File: config.mk
export PLATFORM = sky130hd
export DESIGN_NAME = spi_slave_9952
export DESIGN_NICKNAME = d
export VERILOG_FILES = /design/src/rtl/spi_9952_pkg.sv /design/src/rtl/sync_edge_det.sv /design/src/rtl/spi_slave_9952.sv
export SDC_FILE = /design/constraint.sdc
export NUM_CORES = 1
export LEC_CHECK = 0
export ABC_AREA = 1
export CORE_MARGIN = 2
export CORE_UTILIZATION = 62
export DETAILED_ROUTE_END_ITERATION = 12
export PLACE_DENSITY = 0.86
export REMOVE_ABC_BUFFERS = 1
export SYNTH_ARGS = -nofsm -noshare
export SYNTH_HDL_FRONTEND = slang
export SYNTH_HIERARCHICAL = 1
export SYNTH_SLANG_ARGS = --single-unit
File: constraint.sdc
create_clock -name clk -period 5.3 [get_ports clk]
set_clock_uncertainty 0.1 [all_clocks]
set_input_delay 1.06 -clock clk [delete_from_list [all_inputs] [get_ports clk]]
set_output_delay 1.06 -clock clk [all_outputs]
set_load 0.005 [all_outputs]
File: src/rtl/spi_9952_pkg.sv
// Shared definitions for the AD9952 serial-port responder: register map, widths,
// reset values, FSM state encoding and the per-address transfer length.
package spi_9952_pkg;

    localparam logic [4:0] ADDR_CFR1 = 5'h00;
    localparam logic [4:0] ADDR_CFR2 = 5'h01;
    localparam logic [4:0] ADDR_ASF  = 5'h02;
    localparam logic [4:0] ADDR_ARR  = 5'h03;
    localparam logic [4:0] ADDR_FTW0 = 5'h04;
    localparam logic [4:0] ADDR_POW0 = 5'h05;

    localparam int CFR1_W = 32;
    localparam int CFR2_W = 24;
    localparam int ASF_W  = 16;
    localparam int ARR_W  = 8;
    localparam int FTW0_W = 32;
    localparam int POW0_W = 16;
    localparam int ERR_W  = 8;

    localparam logic [CFR1_W-1:0] CFR1_RST = '0;
    localparam logic [CFR2_W-1:0] CFR2_RST = '0;
    localparam logic [ASF_W-1:0]  ASF_RST  = '0;
    localparam logic [ARR_W-1:0]  ARR_RST  = '0;
    localparam logic [FTW0_W-1:0] FTW0_RST = '0;
    localparam logic [POW0_W-1:0] POW0_RST = '0;

    typedef enum logic [1:0] {
        S_IDLE,
        S_INSTR,
        S_DATA,
        S_DRAIN
    } state_t;

    // Unmapped addresses still clock four bytes so the master's framing stays intact.
    function automatic logic [2:0] reg_len(input logic [4:0] addr);
        case (addr)
            ADDR_CFR1: reg_len = 3'd4;
            ADDR_CFR2: reg_len = 3'd3;
            ADDR_ASF:  reg_len = 3'd2;
            ADDR_ARR:  reg_len = 3'd1;
            ADDR_FTW0: reg_len = 3'd4;
            ADDR_POW0: reg_len = 3'd2;
            default:   reg_len = 3'd4;
        endcase
    endfunction

    function automatic logic is_mapped(input logic [4:0] addr);
        is_mapped = (addr <= ADDR_POW0);
    endfunction

endpackage

File: src/rtl/sync_edge_det.sv
// Multi-flop synchronizer for an asynchronous input followed by one history
// flop that yields single-clk rise and fall strobes.
module sync_edge_det #(
    parameter int SYNC_STAGES = 2
) (
    input  logic clk,
    input  logic n_rst,
    input  logic din,
    output logic level,
    output logic rise,
    output logic fall
);

    logic [SYNC_STAGES-1:0] sync_q;
    logic                   prev_q;

    always_ff @(posedge clk or negedge n_rst) begin
        if (!n_rst) begin
            sync_q <= '0;
            prev_q <= 1'b0;
        end else begin
            sync_q <= {sync_q[SYNC_STAGES-2:0], din};
            prev_q <= sync_q[SYNC_STAGES-1];
        end
    end

    assign level = sync_q[SYNC_STAGES-1];
    assign rise  = level & ~prev_q;
    assign fall  = ~level & prev_q;

endmodule

File: src/rtl/spi_slave_9952.sv
// AD9952 serial-port responder: instruction/data decode, shadow and active banks,
// io_update commit and miso readback. Define SPI_SLAVE_9952_ERRCNT_EN for err_cnt.
module spi_slave_9952
    import spi_9952_pkg::*;
#(
    parameter int SYNC_STAGES = 2
) (
    input  logic              clk,
    input  logic              n_rst,
    input  logic              sclk,
    input  logic              n_cs,
    input  logic              mosi,
    input  logic              io_update,
    output logic              miso,
    output logic              miso_oe,
    output logic              upd_pulse,
    output logic [CFR1_W-1:0] cfr1,
    output logic [CFR2_W-1:0] cfr2,
    output logic [ASF_W-1:0]  asf,
    output logic [ARR_W-1:0]  arr,
    output logic [FTW0_W-1:0] ftw0,
    output logic [POW0_W-1:0] pow0
`ifdef SPI_SLAVE_9952_ERRCNT_EN
    ,
    output logic [ERR_W-1:0]  err_cnt
`endif
);

    logic sclk_rise, sclk_fall, cs_lvl, cs_fall, mosi_lvl, upd_rise;
    logic sclk_lvl_unused, cs_rise_unused, mosi_rise_unused, mosi_fall_unused;
    logic upd_lvl_unused, upd_fall_unused;

    sync_edge_det #(.SYNC_STAGES(SYNC_STAGES)) u_sync_sclk (
        .clk(clk), .n_rst(n_rst), .din(sclk),
        .level(sclk_lvl_unused), .rise(sclk_rise), .fall(sclk_fall)
    );

    sync_edge_det #(.SYNC_STAGES(SYNC_STAGES)) u_sync_cs (
        .clk(clk), .n_rst(n_rst), .din(n_cs),
        .level(cs_lvl), .rise(cs_rise_unused), .fall(cs_fall)
    );

    sync_edge_det #(.SYNC_STAGES(SYNC_STAGES)) u_sync_mosi (
        .clk(clk), .n_rst(n_rst), .din(mosi),
        .level(mosi_lvl), .rise(mosi_rise_unused), .fall(mosi_fall_unused)
    );

    sync_edge_det #(.SYNC_STAGES(SYNC_STAGES)) u_sync_upd (
        .clk(clk), .n_rst(n_rst), .din(io_update),
        .level(upd_lvl_unused), .rise(upd_rise), .fall(upd_fall_unused)
    );

    state_t      state, state_nxt;
    logic [2:0]  bit_cnt, byte_cnt, len;
    logic [6:0]  instr_sh;
    logic [7:0]  instr_full;
    logic        rd;
    logic [4:0]  addr;
    logic [31:0] acc, out_sh, rd_word;
    logic        wr_pend;
    logic        abort, decode, byte_done, last_byte;

    logic [CFR1_W-1:0] sh_cfr1;
    logic [CFR2_W-1:0] sh_cfr2;
    logic [ASF_W-1:0]  sh_asf;
    logic [ARR_W-1:0]  sh_arr;
    logic [FTW0_W-1:0] sh_ftw0;
    logic [POW0_W-1:0] sh_pow0;

    assign instr_full = {instr_sh, mosi_lvl};

    always_ff @(posedge clk or negedge n_rst) begin
        if (!n_rst) begin
            state <= S_IDLE;
        end else begin
            state <= state_nxt;
        end
    end

    // Chip-select release overrides everything, so a torn transfer never reaches DATA/DRAIN logic.
    always_comb begin
        state_nxt = state;
        abort     = 1'b0;
        decode    = 1'b0;
        byte_done = 1'b0;
        last_byte = 1'b0;
        if (state != S_IDLE && cs_lvl) begin
            abort     = 1'b1;
            state_nxt = S_IDLE;
        end else begin
            case (state)
                S_IDLE: begin
                    if (cs_fall) state_nxt = S_INSTR;
                end
                S_INSTR: begin
                    if (sclk_rise && bit_cnt == 3'd7) begin
                        decode    = 1'b1;
                        state_nxt = S_DATA;
                    end
                end
                S_DATA: begin
                    if (sclk_rise && bit_cnt == 3'd7) begin
                        byte_done = 1'b1;
                        if (byte_cnt + 3'd1 == len) begin
                            last_byte = 1'b1;
                            state_nxt = S_DRAIN;
                        end
                    end
                end
                default: ;
            endcase
        end
    end

    // Readback is taken from the active bank, left-justified so bit 31 leaves first.
    always_comb begin
        rd_word = '0;
        case (instr_full[4:0])
            ADDR_CFR1: rd_word = cfr1;
            ADDR_CFR2: rd_word = {cfr2, 8'h00};
            ADDR_ASF:  rd_word = {asf, 16'h0000};
            ADDR_ARR:  rd_word = {arr, 24'h000000};
            ADDR_FTW0: rd_word = ftw0;
            ADDR_POW0: rd_word = {pow0, 16'h0000};
            default:   rd_word = '0;
        endcase
    end

    always_ff @(posedge clk or negedge n_rst) begin
        if (!n_rst) begin
            bit_cnt  <= '0;
            byte_cnt <= '0;
            len      <= '0;
            instr_sh <= '0;
            rd       <= 1'b0;
            addr     <= '0;
            acc      <= '0;
            out_sh   <= '0;
            wr_pend  <= 1'b0;
            miso     <= 1'b0;
            miso_oe  <= 1'b0;
        end else begin
            wr_pend <= 1'b0;
            if (abort) begin
                bit_cnt  <= '0;
                byte_cnt <= '0;
                miso     <= 1'b0;
                miso_oe  <= 1'b0;
            end else begin
                case (state)
                    S_IDLE: begin
                        if (cs_fall) begin
                            bit_cnt  <= '0;
                            byte_cnt <= '0;
                        end
                    end
                    S_INSTR: begin
                        if (sclk_rise) begin
                            instr_sh <= instr_full[6:0];
                            bit_cnt  <= bit_cnt + 3'd1;
                        end
                        if (decode) begin
                            rd       <= instr_full[7];
                            addr     <= instr_full[4:0];
                            len      <= reg_len(instr_full[4:0]);
                            byte_cnt <= '0;
                            acc      <= '0;
                            out_sh   <= instr_full[7] ? rd_word : 32'h0;
                        end
                    end
                    S_DATA: begin
                        if (sclk_rise) begin
                            acc     <= {acc[30:0], mosi_lvl};
                            bit_cnt <= bit_cnt + 3'd1;
                        end
                        if (byte_done) byte_cnt <= byte_cnt + 3'd1;
                        // The final register bit is already in acc, so the shadow write can follow next clk.
                        if (last_byte) begin
                            miso    <= 1'b0;
                            miso_oe <= 1'b0;
                            wr_pend <= !rd && is_mapped(addr);
                        end else if (sclk_fall && rd) begin
                            miso    <= out_sh[31];
                            out_sh  <= {out_sh[30:0], 1'b0};
                            miso_oe <= 1'b1;
                        end
                    end
                    default: ;
                endcase
            end
        end
    end

    // A commit and a shadow write on the same clk: active takes the old shadow value.
    always_ff @(posedge clk or negedge n_rst) begin
        if (!n_rst) begin
            sh_cfr1   <= CFR1_RST;
            sh_cfr2   <= CFR2_RST;
            sh_asf    <= ASF_RST;
            sh_arr    <= ARR_RST;
            sh_ftw0   <= FTW0_RST;
            sh_pow0   <= POW0_RST;
            cfr1      <= CFR1_RST;
            cfr2      <= CFR2_RST;
            asf       <= ASF_RST;
            arr       <= ARR_RST;
            ftw0      <= FTW0_RST;
            pow0      <= POW0_RST;
            upd_pulse <= 1'b0;
        end else begin
            upd_pulse <= upd_rise;
            if (upd_rise) begin
                cfr1 <= sh_cfr1;
                cfr2 <= sh_cfr2;
                asf  <= sh_asf;
                arr  <= sh_arr;
                ftw0 <= sh_ftw0;
                pow0 <= sh_pow0;
            end
            if (wr_pend) begin
                case (addr)
                    ADDR_CFR1: sh_cfr1 <= acc;
                    ADDR_CFR2: sh_cfr2 <= acc[CFR2_W-1:0];
                    ADDR_ASF:  sh_asf  <= acc[ASF_W-1:0];
                    ADDR_ARR:  sh_arr  <= acc[ARR_W-1:0];
                    ADDR_FTW0: sh_ftw0 <= acc;
                    ADDR_POW0: sh_pow0 <= acc[POW0_W-1:0];
                    default: ;
                endcase
            end
        end
    end

`ifdef SPI_SLAVE_9952_ERRCNT_EN
    logic err_evt;

    assign err_evt = (abort && (state == S_INSTR || state == S_DATA || bit_cnt != 3'd0)) ||
                     (decode && !instr_full[7] && !is_mapped(instr_full[4:0]));

    always_ff @(posedge clk or negedge n_rst) begin
        if (!n_rst) begin
            err_cnt <= '0;
        end else if (err_evt && err_cnt != 8'hFF) begin
            err_cnt <= err_cnt + 8'd1;
        end
    end
`endif

endmodule

==> reports/results.md, run 1 <==
| Result | Reported | Unit |
|:---|:---|:---|
| Run status | complete, no violations | - |
| Power density over the cells | 378 | mW/mm2 |
| Overall routed net length | 40.2 | mm |
| Flop pwr share | 0.440 | - |
| P_sw | 2.09 | mW |
| HPWL reported at the end of detailed placement | 24.9 | mm |
| Final count of pins violating max slew | 0 | - |
| Via count of the first global-routing pass | 12032 | - |
| Clock tree from TritonCTS | yes | - |
| Via count | 11954 | - |
| Number of hold violations in the final report | 0 | - |
| Worst slack at placement | 2.29 | ns |
| Maximum number of buffers from clock root to sink | 3 | - |
| Mean Syn Cell Area | 9.87 | um2 |
| Tightest hold margin | 0.245 | ns |
| Setup violations, final | 0 | - |
| Antenna violations before repair | 0 | - |
| Post-synthesis instance total | 1518 | - |
| Die boundary width | 159 | um |
| Area growth from synthesis to layout | 18.2 | % |
| Pin count of the biggest net entering global routing | 121 | - |
| Part of the cycle the worst path needs | 0.592 | - |
| Core box area | 0.0236 | mm2 |
| Cts repair resizes | 0 | - |
| Worst vdd ir | 0.218 | mV |
| Synth Cell Area | 0.0150 | mm2 |
| Top-Level Pins | 137 | - |
| 1st-iter DRT viols | 1316 | - |
| Drt via density | 6.07 | - |
| Achievable frequency | 318 | MHz |
| Hold_buf cts | 0 | - |
| Worst Slack Setup Final | 2.16 | ns |
| Max FO, Critical Path | 33 | - |
| Port bufs | 136 | - |
| Critical path startpoint category | flip-flop | - |
| Combined global-route utilization of all metal layers | 0.320 | - |
| Crit Path Category | reg2reg | - |
| Height of the die | 159 | um |
| Clock latency at the later pin of the worst-skew pair | 0.53 | ns |
| Root buffer cell | clkbuf_16 | - |
| Number of sinks handled by clock tree synthesis | 359 | - |
| Total number of nets in the final design | 1636 | - |
| Fraction of power consumed by combinational cells | 0.174 | - |
| Transition time at the pin with the least slew margin | 1.26 | ns |
| Remaining global-route overflow | 0 | - |
| Residual DRC | 0 | - |
| Pint | 4.61 | mW |
| Maximum level of the CTS H-tree | 2 | - |
| Crit path max-delay cell type | inv_2 | - |
| Area of all placed cells without fillers | 0.0177 | mm2 |
| Relative slew slack | 0.161 | - |
| Post-route core utilization | 0.750 | - |
| Global-route wire length before repair | 64.5 | mm |
| Setup repair after global routing missed its margin | no | - |
| Detail-routed net length per standard cell | 20.4 | um |
| Clock slew at reported path FFs | 0.07 | ns |
| Die Outline Area | 0.0254 | mm2 |
| Most repeated library cell on the critical path | nand2_1 | - |
| Kind of path behind the tightest hold check | reg2reg | - |
| Net Sw Frac | 0.312 | - |
| Worst path required time | 5.66 | ns |
| Cell Area, Placed | 0.0165 | mm2 |
| Yosys Warn Count | 6 | - |
| Number of buffers inserted to repair setup after CTS | 0 | - |
| Largest stage delay on the critical path | 0.64 | ns |
| Residual antenna-violating net count after detailed routing | 0 | - |
| Critical path endpoint category | flip-flop | - |
| Number of detailed-routing iterations run before antenna repair | 6 | - |
| Number of buffers created by CTS | 37 | - |
| Routability Congestion | 0.920 | - |
| Fraction of layout cells with a size suffix above 1 | 0.131 | - |
| Final critical path time including I/O delays and setup | 3.14 | ns |
| Antenna diodes | 0 | - |
| Std-Cell Rows | 56 | - |
| Crit-path cells | inv_1 -> ha_2 -> nand3_1 -> a21oi_1 -> nand2_2 -> inv_2 -> nand2_1 -> nand2_1 | - |
| Starting density of the core | 0.635 | - |
| Standby leakage power | 8.54 | nW |
| Signal arrival time at the worst endpoint | 3.50 | ns |
| Top cell family by delay on the critical path | simple AND/OR/NAND/NOR gates | - |
| Clk network pwr share | 0.385 | - |
| Max-cap violations | 0 | - |
| Bufs and invs on worst path | 2 | - |
==> registers in the layout, summed over array words and instances, names as in the netlist, 24 cells and up <==
name and count:
acc 32, cfr1 32, ftw0 32, out_sh 32
sh_cfr1 32, sh_ftw0 32, cfr2 24, sh_cfr2 24
==> placed cells by master (no fill, tap or decap), types with 2 or more instances in the layout <==
cell type          n
nand2_1          394
dfrtp_1          359
o21ai_0          197
clkdlybuf4s50_1  135
mux2_2           113
inv_1            107
nand3_1           77
nor2_1            57
nand4_1           49
clkbuf_16         38
a21oi_1           20
buf_4             11
o22ai_1           10
clkinv_2          10
clkbuf_8          10
o21ai_1            9
inv_2              6
nor3_1             6
nor2_4             5
ha_1               5
nand2_2            4
clkbuf_1           4
nor2_8             3
nand3_2            2
nand2_4            2
clkinv_1           2
==> final cells by class <==
class / instances / area, um2
repair buffers: 148 / 1470
well taps: 319 / 399
multi-input cells: 962 / 5220
clock inverters: 13 / 105
clock buffers: 52 / 1100
flip-flops and latches: 359 / 8980
inverters: 116 / 438
fillers: 1549 / 5890
==> power by group through the flow <==
stage	clock [mW]	combinational, mW	sequential (mW)
3_3_place_gp	0	1.08	2.98
3_5_place_dp	0	1.13	2.99
6_report	2.58	1.17	2.95
4_1_cts	2.59	1.15	2.95
2_1_floorplan	0	0.717	2.99
5_1_grt	2.70	1.27	2.96
==> final timing paths <==
kind	from	to	slack (ns)	cells after the start
min	u_sync_upd/sync_q[0]	u_sync_upd/sync_q[1]	0.25	0
max	state[0]	out_sh[13]	2.16	8
max reg2reg	state[0]	out_sh[13]	2.16	8
min in group asynchronous	n_rst	ftw0[3]	0.51	1
max in group asynchronous	n_rst	out_sh[14]	3.34	2
min reg2reg	u_sync_upd/sync_q[0]	u_sync_upd/sync_q[1]	0.25	0
==> metrics by stage <==
stage | power, mW | setup TNS, ns | std cells
final | 6.70 | 0 | 1969
after global routing | 6.93 | 0 | 1969
after CTS | 6.68 | 0 | 1969
after detailed placement | 4.12 | 0 | 1904
after global placement | 4.07 | 0 | 1904
after floorplan | 3.71 | -204.35 | 1437
==> metal layers <==
layer	track usage	up-vias	part of all wire
met5	0	-	0
li1	-	5222	-
met1	0.427	5877	0.39
met2	0.504	684	0.47
met4	0.162	0	0.055
met3	0.0672	171	0.089
(Power assumes the default switching activity.)
==> run 2, diff against run 1 <==
--- a/config.mk
+++ b/config.mk
@@ -7,9 +7,9 @@
 export LEC_CHECK = 0
 export ABC_AREA = 1
 export CORE_MARGIN = 2
-export CORE_UTILIZATION = 62
+export CORE_UTILIZATION = 57
 export DETAILED_ROUTE_END_ITERATION = 12
-export PLACE_DENSITY = 0.86
+export PLACE_DENSITY = 0.8
 export REMOVE_ABC_BUFFERS = 1
 export SYNTH_ARGS = -nofsm -noshare
 export SYNTH_HDL_FRONTEND = slang
==> constraint.sdc (replaced) <==
create_clock -name clk -period 3.2 [get_ports clk]
set_clock_uncertainty 0.1 [all_clocks]
set_input_delay 0.64 -clock clk [delete_from_list [all_inputs] [get_ports clk]]
set_output_delay 0.64 -clock clk [all_outputs]
set_load 0.005 [all_outputs]
==> reports/results.md, run 2 (synthesis results as in run 1) <==
| Result | Reported | Unit | Delta |
|:---|:---|:---|:---|
| Run status | complete, no violations | - | unchanged |
| Standby leakage power | 8.60 | nW | was 8.54 nW |
| Post-route core utilization | 0.691 | - | was 0.750 |
| Number of hold violations in the final report | 0 | - | unchanged |
| Clock tree from TritonCTS | yes | - | unchanged |
| Area of all placed cells without fillers | 0.0179 | mm2 | was 0.0177 mm2 |
| HPWL reported at the end of detailed placement | 25.4 | mm | was 24.9 mm |
| Global-route wire length before repair | 63.0 | mm | was 64.5 mm |
| Number of detailed-routing iterations run before antenna repair | 5 | - | was 6 |
| Met2 capacity usage during global routing | 0.451 | - | was 0.504 |
| Overall routed net length | 39.5 | mm | was 40.2 mm |
| Clock slew at reported path FFs | 0.06 | ns | was 0.07 ns |
| Worst setup startpoint | state[1] | - | was state[0] |
| Routability Congestion | 0.883 | - | was 0.920 |
| Antenna violations before repair | 1 | - | was 0 |
| Antenna diodes | 0 | - | unchanged |
| Core box area | 0.0259 | mm2 | was 0.0236 mm2 |
| Clk network pwr share | 0.391 | - | was 0.385 |
| Met1 Use GR | 0.398 | - | was 0.427 |
| Clock latency at the later pin of the worst-skew pair | 0.53 | ns | about the same |
| Final critical path time including I/O delays and setup | 2.39 | ns | was 3.14 ns |
| Die boundary width | 166 | um | was 159 um |
| Starting density of the core | 0.578 | - | was 0.635 |
| Detail-routed net length per standard cell | 19.8 | um | was 20.4 um |
| Maximum level of the CTS H-tree | 2 | - | unchanged |
| Critical path endpoint category | flip-flop | - | unchanged |
| Via count | 11504 | - | was 11954 |
| Register cell area after layout | 0.00898 | mm2 | unchanged |
| Power density over the cells | 623 | mW/mm2 | was 378 mW/mm2 |
| Flop pwr share | 0.441 | - | was 0.440 |
| Worst Setup EP | out_sh[28] | - | was out_sh[13] |
| Residual antenna-violating net count after detailed routing | 0 | - | unchanged |
| Number of sinks handled by clock tree synthesis | 359 | - | unchanged |
| R2R cell count | 10 | - | was 8 |
| 1st-iter DRT viols | 995 | - | was 1316 |
| Total number of nets in the final design | 1647 | - | was 1636 |
| GR Util met3 | 0.0639 | - | was 0.0672 |
| Height of the die | 166 | um | was 159 um |
| Crit Reg-Reg Endpoint | out_sh[28] | - | was out_sh[13] |
| Cts repair resizes | 0 | - | unchanged |
| Max-cap violations | 0 | - | unchanged |
| Cell Area, Placed | 0.0167 | mm2 | was 0.0165 mm2 |
| Part of the cycle the worst path needs | 0.748 | - | was 0.592 |
| Root buffer cell | clkbuf_16 | - | unchanged |
| Top-Level Pins | 137 | - | unchanged |
| Signal arrival time at the worst endpoint | 2.74 | ns | was 3.50 ns |
| Worst-case register-to-register setup slack | 0.81 | ns | was 2.16 ns |
| Transition time at the pin with the least slew margin | 1.01 | ns | was 1.26 ns |
| Achievable frequency | 418 | MHz | was 318 MHz |
| Port bufs | 136 | - | unchanged |
| Die Outline Area | 0.0276 | mm2 | was 0.0254 mm2 |
| Relative slew slack | 0.327 | - | was 0.161 |
| Area of the multi-input gates | 0.00522 | mm2 | about the same |
| Crit Path Category | reg2reg | - | unchanged |
| Area growth from synthesis to layout | 19.4 | % | was 18.2% |
| Drt via density | 5.76 | - | was 6.07 |
| Pin count of the biggest net entering global routing | 145 | - | was 121 |
| R2R Path Start | state[1] | - | was state[0] |
| Gr busiest metal | met2 | - | unchanged |
| Fraction of layout cells with a size suffix above 1 | 0.132 | - | was 0.131 |
| Via count of the first global-routing pass | 11376 | - | was 12032 |
| Final count of pins violating max slew | 0 | - | unchanged |
| Hold_buf cts | 0 | - | unchanged |
| Commonest non-fill, non-tap cells in the layout | nand2_1, dfrtp_1, o21ai_0 | - | unchanged |
| Most common library cell in the layout ignoring fill and taps | nand2_1 | - | unchanged |
| Number of buffers inserted to repair setup after CTS | 0 | - | unchanged |
| Kind of path behind the tightest hold check | in2async | - | was reg2reg |
| Setup violations, final | 0 | - | unchanged |
| Net Sw Frac | 0.303 | - | was 0.312 |
| Worst vdd ir | 0.515 | mV | was 0.218 mV |
| Setup repair after global routing missed its margin | no | - | unchanged |
| Residual DRC | 0 | - | unchanged |
| Maximum number of buffers from clock root to sink | 3 | - | unchanged |
| Fraction of power consumed by combinational cells | 0.168 | - | was 0.174 |
| Std-Cell Rows | 59 | - | was 56 |
| # fillers | 1910 | - | was 1549 |
| Combined global-route utilization of all metal layers | 0.290 | - | was 0.320 |
| Remaining global-route overflow | 0 | - | unchanged |
| Setup TNS | 0 | ns | unchanged |
| Pint | 7.77 | mW | was 4.61 mW |
| Critical path startpoint category | flip-flop | - | unchanged |
| P_sw | 3.38 | mW | was 2.09 mW |
| Number of buffers created by CTS | 38 | - | was 37 |
| Max FO, Critical Path | 32 | - | was 33 |
| Worst path required time | 3.54 | ns | was 5.66 ns |
## run 2: cell count changes in the layout (fill, tap and decap cells not counted), moves of 2 or more
cell	previous run	this run
buf_12	1	6
buf_4	11	16
clkbuf_1	4	12
clkinv_2	10	6
clkbuf_8	10	8
## run 2: worst min path at each step
stage / startpoint / endpoint / slack, ns / cells past startpoint
final: n_rst / sh_ftw0[19] / 0.05 / 1
after global routing: n_rst / sh_cfr1[20] / 0.10 / 1
after CTS: n_rst / sh_ftw0[19] / 0.09 / 1
after detailed placement: u_sync_upd/sync_q[0] / u_sync_upd/sync_q[1] / 0.24 / 0
after global placement: u_sync_upd/sync_q[0] / u_sync_upd/sync_q[1] / 0.23 / 0
after floorplan: u_sync_cs/sync_q[0] / u_sync_cs/sync_q[1] / 0.23 / 0
## run 2: area by class of cell
| type | count | area share |
|---|---|---|
| Clock buffer | 59 | 0.0632 |
| Inverter | 116 | 0.0245 |
| Clock inverter | 9 | 0.00552 |
| Tap cell | 335 | 0.0234 |
| Sequential cell | 359 | 0.502 |
| Multi-Input combinational cell | 962 | 0.292 |
| Timing Repair Buffer | 158 | 0.0898 |
## run 2: metrics by stage
step / std cells / worst slack, ns / power [mW] / hold slack (ns)
after global placement: 1930 / 0.876 / 6.77 / 0.233
after floorplan: 1437 / -3.69 / 6.14 / 0.231
after CTS: 1998 / 0.832 / 11.1 / 0.0944
final: 1998 / 0.805 / 11.1 / 0.0466
after detailed placement: 1930 / 0.865 / 6.84 / 0.237
after global routing: 1998 / 0.599 / 11.6 / 0.105
## run 2: metal layers
layer | share of wire | vias to the layer above
met5 | 0.00033 | -
met4 | 0.043 | 2
met3 | 0.079 | 105
met2 | 0.47 | 463
met1 | 0.41 | 5707
li1 | - | 5227
## run 2: power groups by stage
| stage | Clock (mW) | Combinational [mW] | Sequential, mW |
|---|---|---|---|
| after global placement | 0 | 1.80 | 4.97 |
| after detailed placement | 0 | 1.85 | 4.99 |
| after CTS | 4.38 | 1.85 | 4.91 |
| final | 4.35 | 1.88 | 4.92 |
| after floorplan | 0 | 1.19 | 4.96 |
| after global routing | 4.60 | 2.06 | 4.93 |
## run 2: critical path, stage by stage (launching register included)
cell	delay, ns
dfrtp_1	0.40
inv_1	0.13
ha_1	0.22
inv_2	0.08
nand2_4	0.10
nand3_2	0.26
a21oi_1	0.24
nand2_2	0.08
inv_2	0.45
nor2_1	0.09
a21oi_1	0.15
==> run 3, diff against run 2 <==
==> constraint.sdc (replaced) <==
create_clock -name clk -period 2.5 [get_ports clk]
set_clock_uncertainty 0.1 [all_clocks]
set_input_delay 0.5 -clock clk [delete_from_list [all_inputs] [get_ports clk]]
set_output_delay 0.5 -clock clk [all_outputs]
set_load 0.005 [all_outputs]
==> reports/results.md, run 3 (synthesis results as in run 1) <==
| Result | Reported | Unit | Delta |
|:---|:---|:---|:---|
| Run status | complete, no violations | - | unchanged |
| Setup repair after global routing missed its margin | no | - | unchanged |
| Fraction of layout cells with a size suffix above 1 | 0.142 | - | was 0.132 |
| Flop pwr share | 0.424 | - | was 0.441 |
| Antenna violations before repair | 0 | - | was 1 |
| Clock tree from TritonCTS | yes | - | unchanged |
| Max-cap violations | 0 | - | unchanged |
| Root buffer cell | clkbuf_16 | - | unchanged |
| Critical path endpoint category | flip-flop | - | unchanged |
| 1st-iter DRT viols | 1250 | - | was 995 |
| Clock latency at the later pin of the worst-skew pair | 0.52 | ns | was 0.53 ns |
| Area growth from synthesis to layout | 20.9 | % | was 19.4% |
| Number of sinks handled by clock tree synthesis | 359 | - | unchanged |
| Remaining global-route overflow | 0 | - | unchanged |
| Maximum number of buffers from clock root to sink | 3 | - | unchanged |
| Routability Congestion | 0.889 | - | was 0.883 |
| Clk network pwr share | 0.404 | - | was 0.391 |
| R2R Path Start | instr_sh[3] | - | was state[1] |
| Setup TNS | 0 | ns | unchanged |
| Final critical path time including I/O delays and setup | 2.32 | ns | was 2.39 ns |
| Pint | 10.4 | mW | was 7.77 mW |
| Die Outline Area | 0.0276 | mm2 | unchanged |
| HP Start | u_sync_cs/sync_q[0] | - |  |
| Number of detailed-routing iterations run before antenna repair | 7 | - | was 5 |
| HPWL reported at the end of detailed placement | 25.7 | mm | was 25.4 mm |
| Overall routed net length | 39.8 | mm | was 39.5 mm |
| Achievable frequency | 431 | MHz | was 418 MHz |
| Power density over the cells | 815 | mW/mm2 | was 623 mW/mm2 |
| Number of buffers inserted to repair setup after CTS | 0 | - | unchanged |
| Cts repair resizes | 0 | - | unchanged |
| Fraction of power consumed by combinational cells | 0.173 | - | was 0.168 |
| Total number of nets in the final design | 1655 | - | was 1647 |
| Detail-routed net length per standard cell | 19.9 | um | was 19.8 um |
| Worst slack at placement | 0.199 | ns | was 0.865 ns |
| Transition time at the pin with the least slew margin | 1.00 | ns | was 1.01 ns |
| Top-Level Pins | 137 | - | unchanged |
| Worst setup startpoint | instr_sh[3] | - | was state[1] |
| Signal arrival time at the worst endpoint | 2.67 | ns | was 2.74 ns |
| Worst path required time | 2.85 | ns | was 3.54 ns |
| Die boundary width | 166 | um | unchanged |
| Cell Area, Placed | 0.0168 | mm2 | was 0.0167 mm2 |
| Antenna diodes | 0 | - | unchanged |
| Relative slew slack | 0.328 | - | was 0.327 |
| Critical path startpoint category | flip-flop | - | unchanged |
| Combined global-route utilization of all metal layers | 0.293 | - | was 0.290 |
| Area of all placed cells without fillers | 0.0181 | mm2 | was 0.0179 mm2 |
| Std-Cell Rows | 59 | - | unchanged |
| Worst Slack Setup Final | 0.179 | ns | was 0.805 ns |
| Part of the cycle the worst path needs | 0.929 | - | was 0.748 |
| Via count of the first global-routing pass | 11799 | - | was 11376 |
| Post-route core utilization | 0.699 | - | was 0.691 |
| Hold_buf cts | 1 | - | was 0 |
| Residual DRC | 0 | - | unchanged |
| Global-route wire length before repair | 64.1 | mm | was 63.0 mm |
| Number of instances in the placed design | 1938 | - | was 1930 |
| Worst vdd ir | 0.692 | mV | was 0.515 mV |
| Pin count of the biggest net entering global routing | 74 | - | was 145 |
| Via count | 11762 | - | was 11504 |
| Kind of path behind the tightest hold check | reg2reg | - | was in2async |
| Number of buffers created by CTS | 37 | - | was 38 |
| Max FO, Critical Path | 24 | - | was 32 |
| Port bufs | 136 | - | unchanged |
| Tightest hold margin | 0.250 | ns | was 0.0466 ns |
| Height of the die | 166 | um | unchanged |
| Maximum level of the CTS H-tree | 2 | - | unchanged |
| Commonest non-fill, non-tap cells in the layout | nand2_1, dfrtp_1, o21ai_0 | - | unchanged |
| Crit Path Category | reg2reg | - | unchanged |
| Residual antenna-violating net count after detailed routing | 0 | - | unchanged |
| Starting density of the core | 0.578 | - | unchanged |
| Clock slew at reported path FFs | 0.06 | ns | about the same |
| Non-filler cells, final | 2007 | - | was 1998 |
| Drt via density | 5.86 | - | was 5.76 |
| Final count of pins violating max slew | 0 | - | unchanged |
| Overall power consumption | 14.8 | mW | was 11.1 mW |
| Most common library cell in the layout ignoring fill and taps | nand2_1 | - | unchanged |
| Setup violations, final | 0 | - | unchanged |
| Number of hold violations in the final report | 0 | - | unchanged |
| Net Sw Frac | 0.298 | - | was 0.303 |
| Core box area | 0.0259 | mm2 | unchanged |
| P_sw | 4.40 | mW | was 3.38 mW |
| Standby leakage power | 8.72 | nW | was 8.60 nW |
run 3: changes by cell type in the layout (fill, tap and decap cells not counted):
cell           previous run  this run
clkinvlp_4                0         1
clkinv_2                  6        12
dlygate4sd3_1             0         1
clkbuf_8                  8         7
clkbuf_1                 12         2
bufinv_16                 2         6
buf_12                    6        10
buf_4                    16        20
run 3: routing by layer:
metal / wire (um) / global-route usage / vias to the layer above
li1: - / - / 5252
met5: 0 / 0 / -
met2: 18700 / 0.465 / 575
met3: 3400 / 0.0536 / 126
met1: 15900 / 0.399 / 5809
met4: 1830 / 0.133 / 0
run 3: layout make-up:
cell class / instances / area (um2)
Timing Repair Buffer: 167 / 1730
Sequential cell: 359 / 8980
Clock buffer: 48 / 1080
Multi-Input combinational cell: 962 / 5220
Tap cell: 335 / 419
Inverter: 116 / 438
Fill cell: 1847 / 7790
Clock inverter: 20 / 256
run 3: critical path, stage by stage (launching register included):
cell,delay (ns)
dfrtp_1,0.46
nor2_8,0.33
o21ai_1,0.19
nor3_4,0.79
o21ai_1,0.18
a21oi_1,0.17
run 3: path summary, 6_finish.rpt:
kind / endpoint / cells after the start / slack (ns)
setup / recovery: out_sh[19] / 5 / 0.18
hold / removal: u_sync_cs/sync_q[1] / 0 / 0.25
setup reg to reg: out_sh[19] / 5 / 0.18
hold reg to reg: u_sync_cs/sync_q[1] / 0 / 0.25
max in group asynchronous: sh_arr[4] / 3 / 1.17
min in group asynchronous: sh_cfr1[19] / 2 / 0.39
run 3: power groups by stage:
stage	combinational (mW)	sequential [mW]	clock (mW)
2_1_floorplan	1.52	6.34	0
3_3_place_gp	2.42	6.34	0
3_5_place_dp	2.47	6.35	0
4_1_cts	2.50	6.25	6.02
5_1_grt	2.76	6.28	6.26
6_report	2.55	6.25	5.96
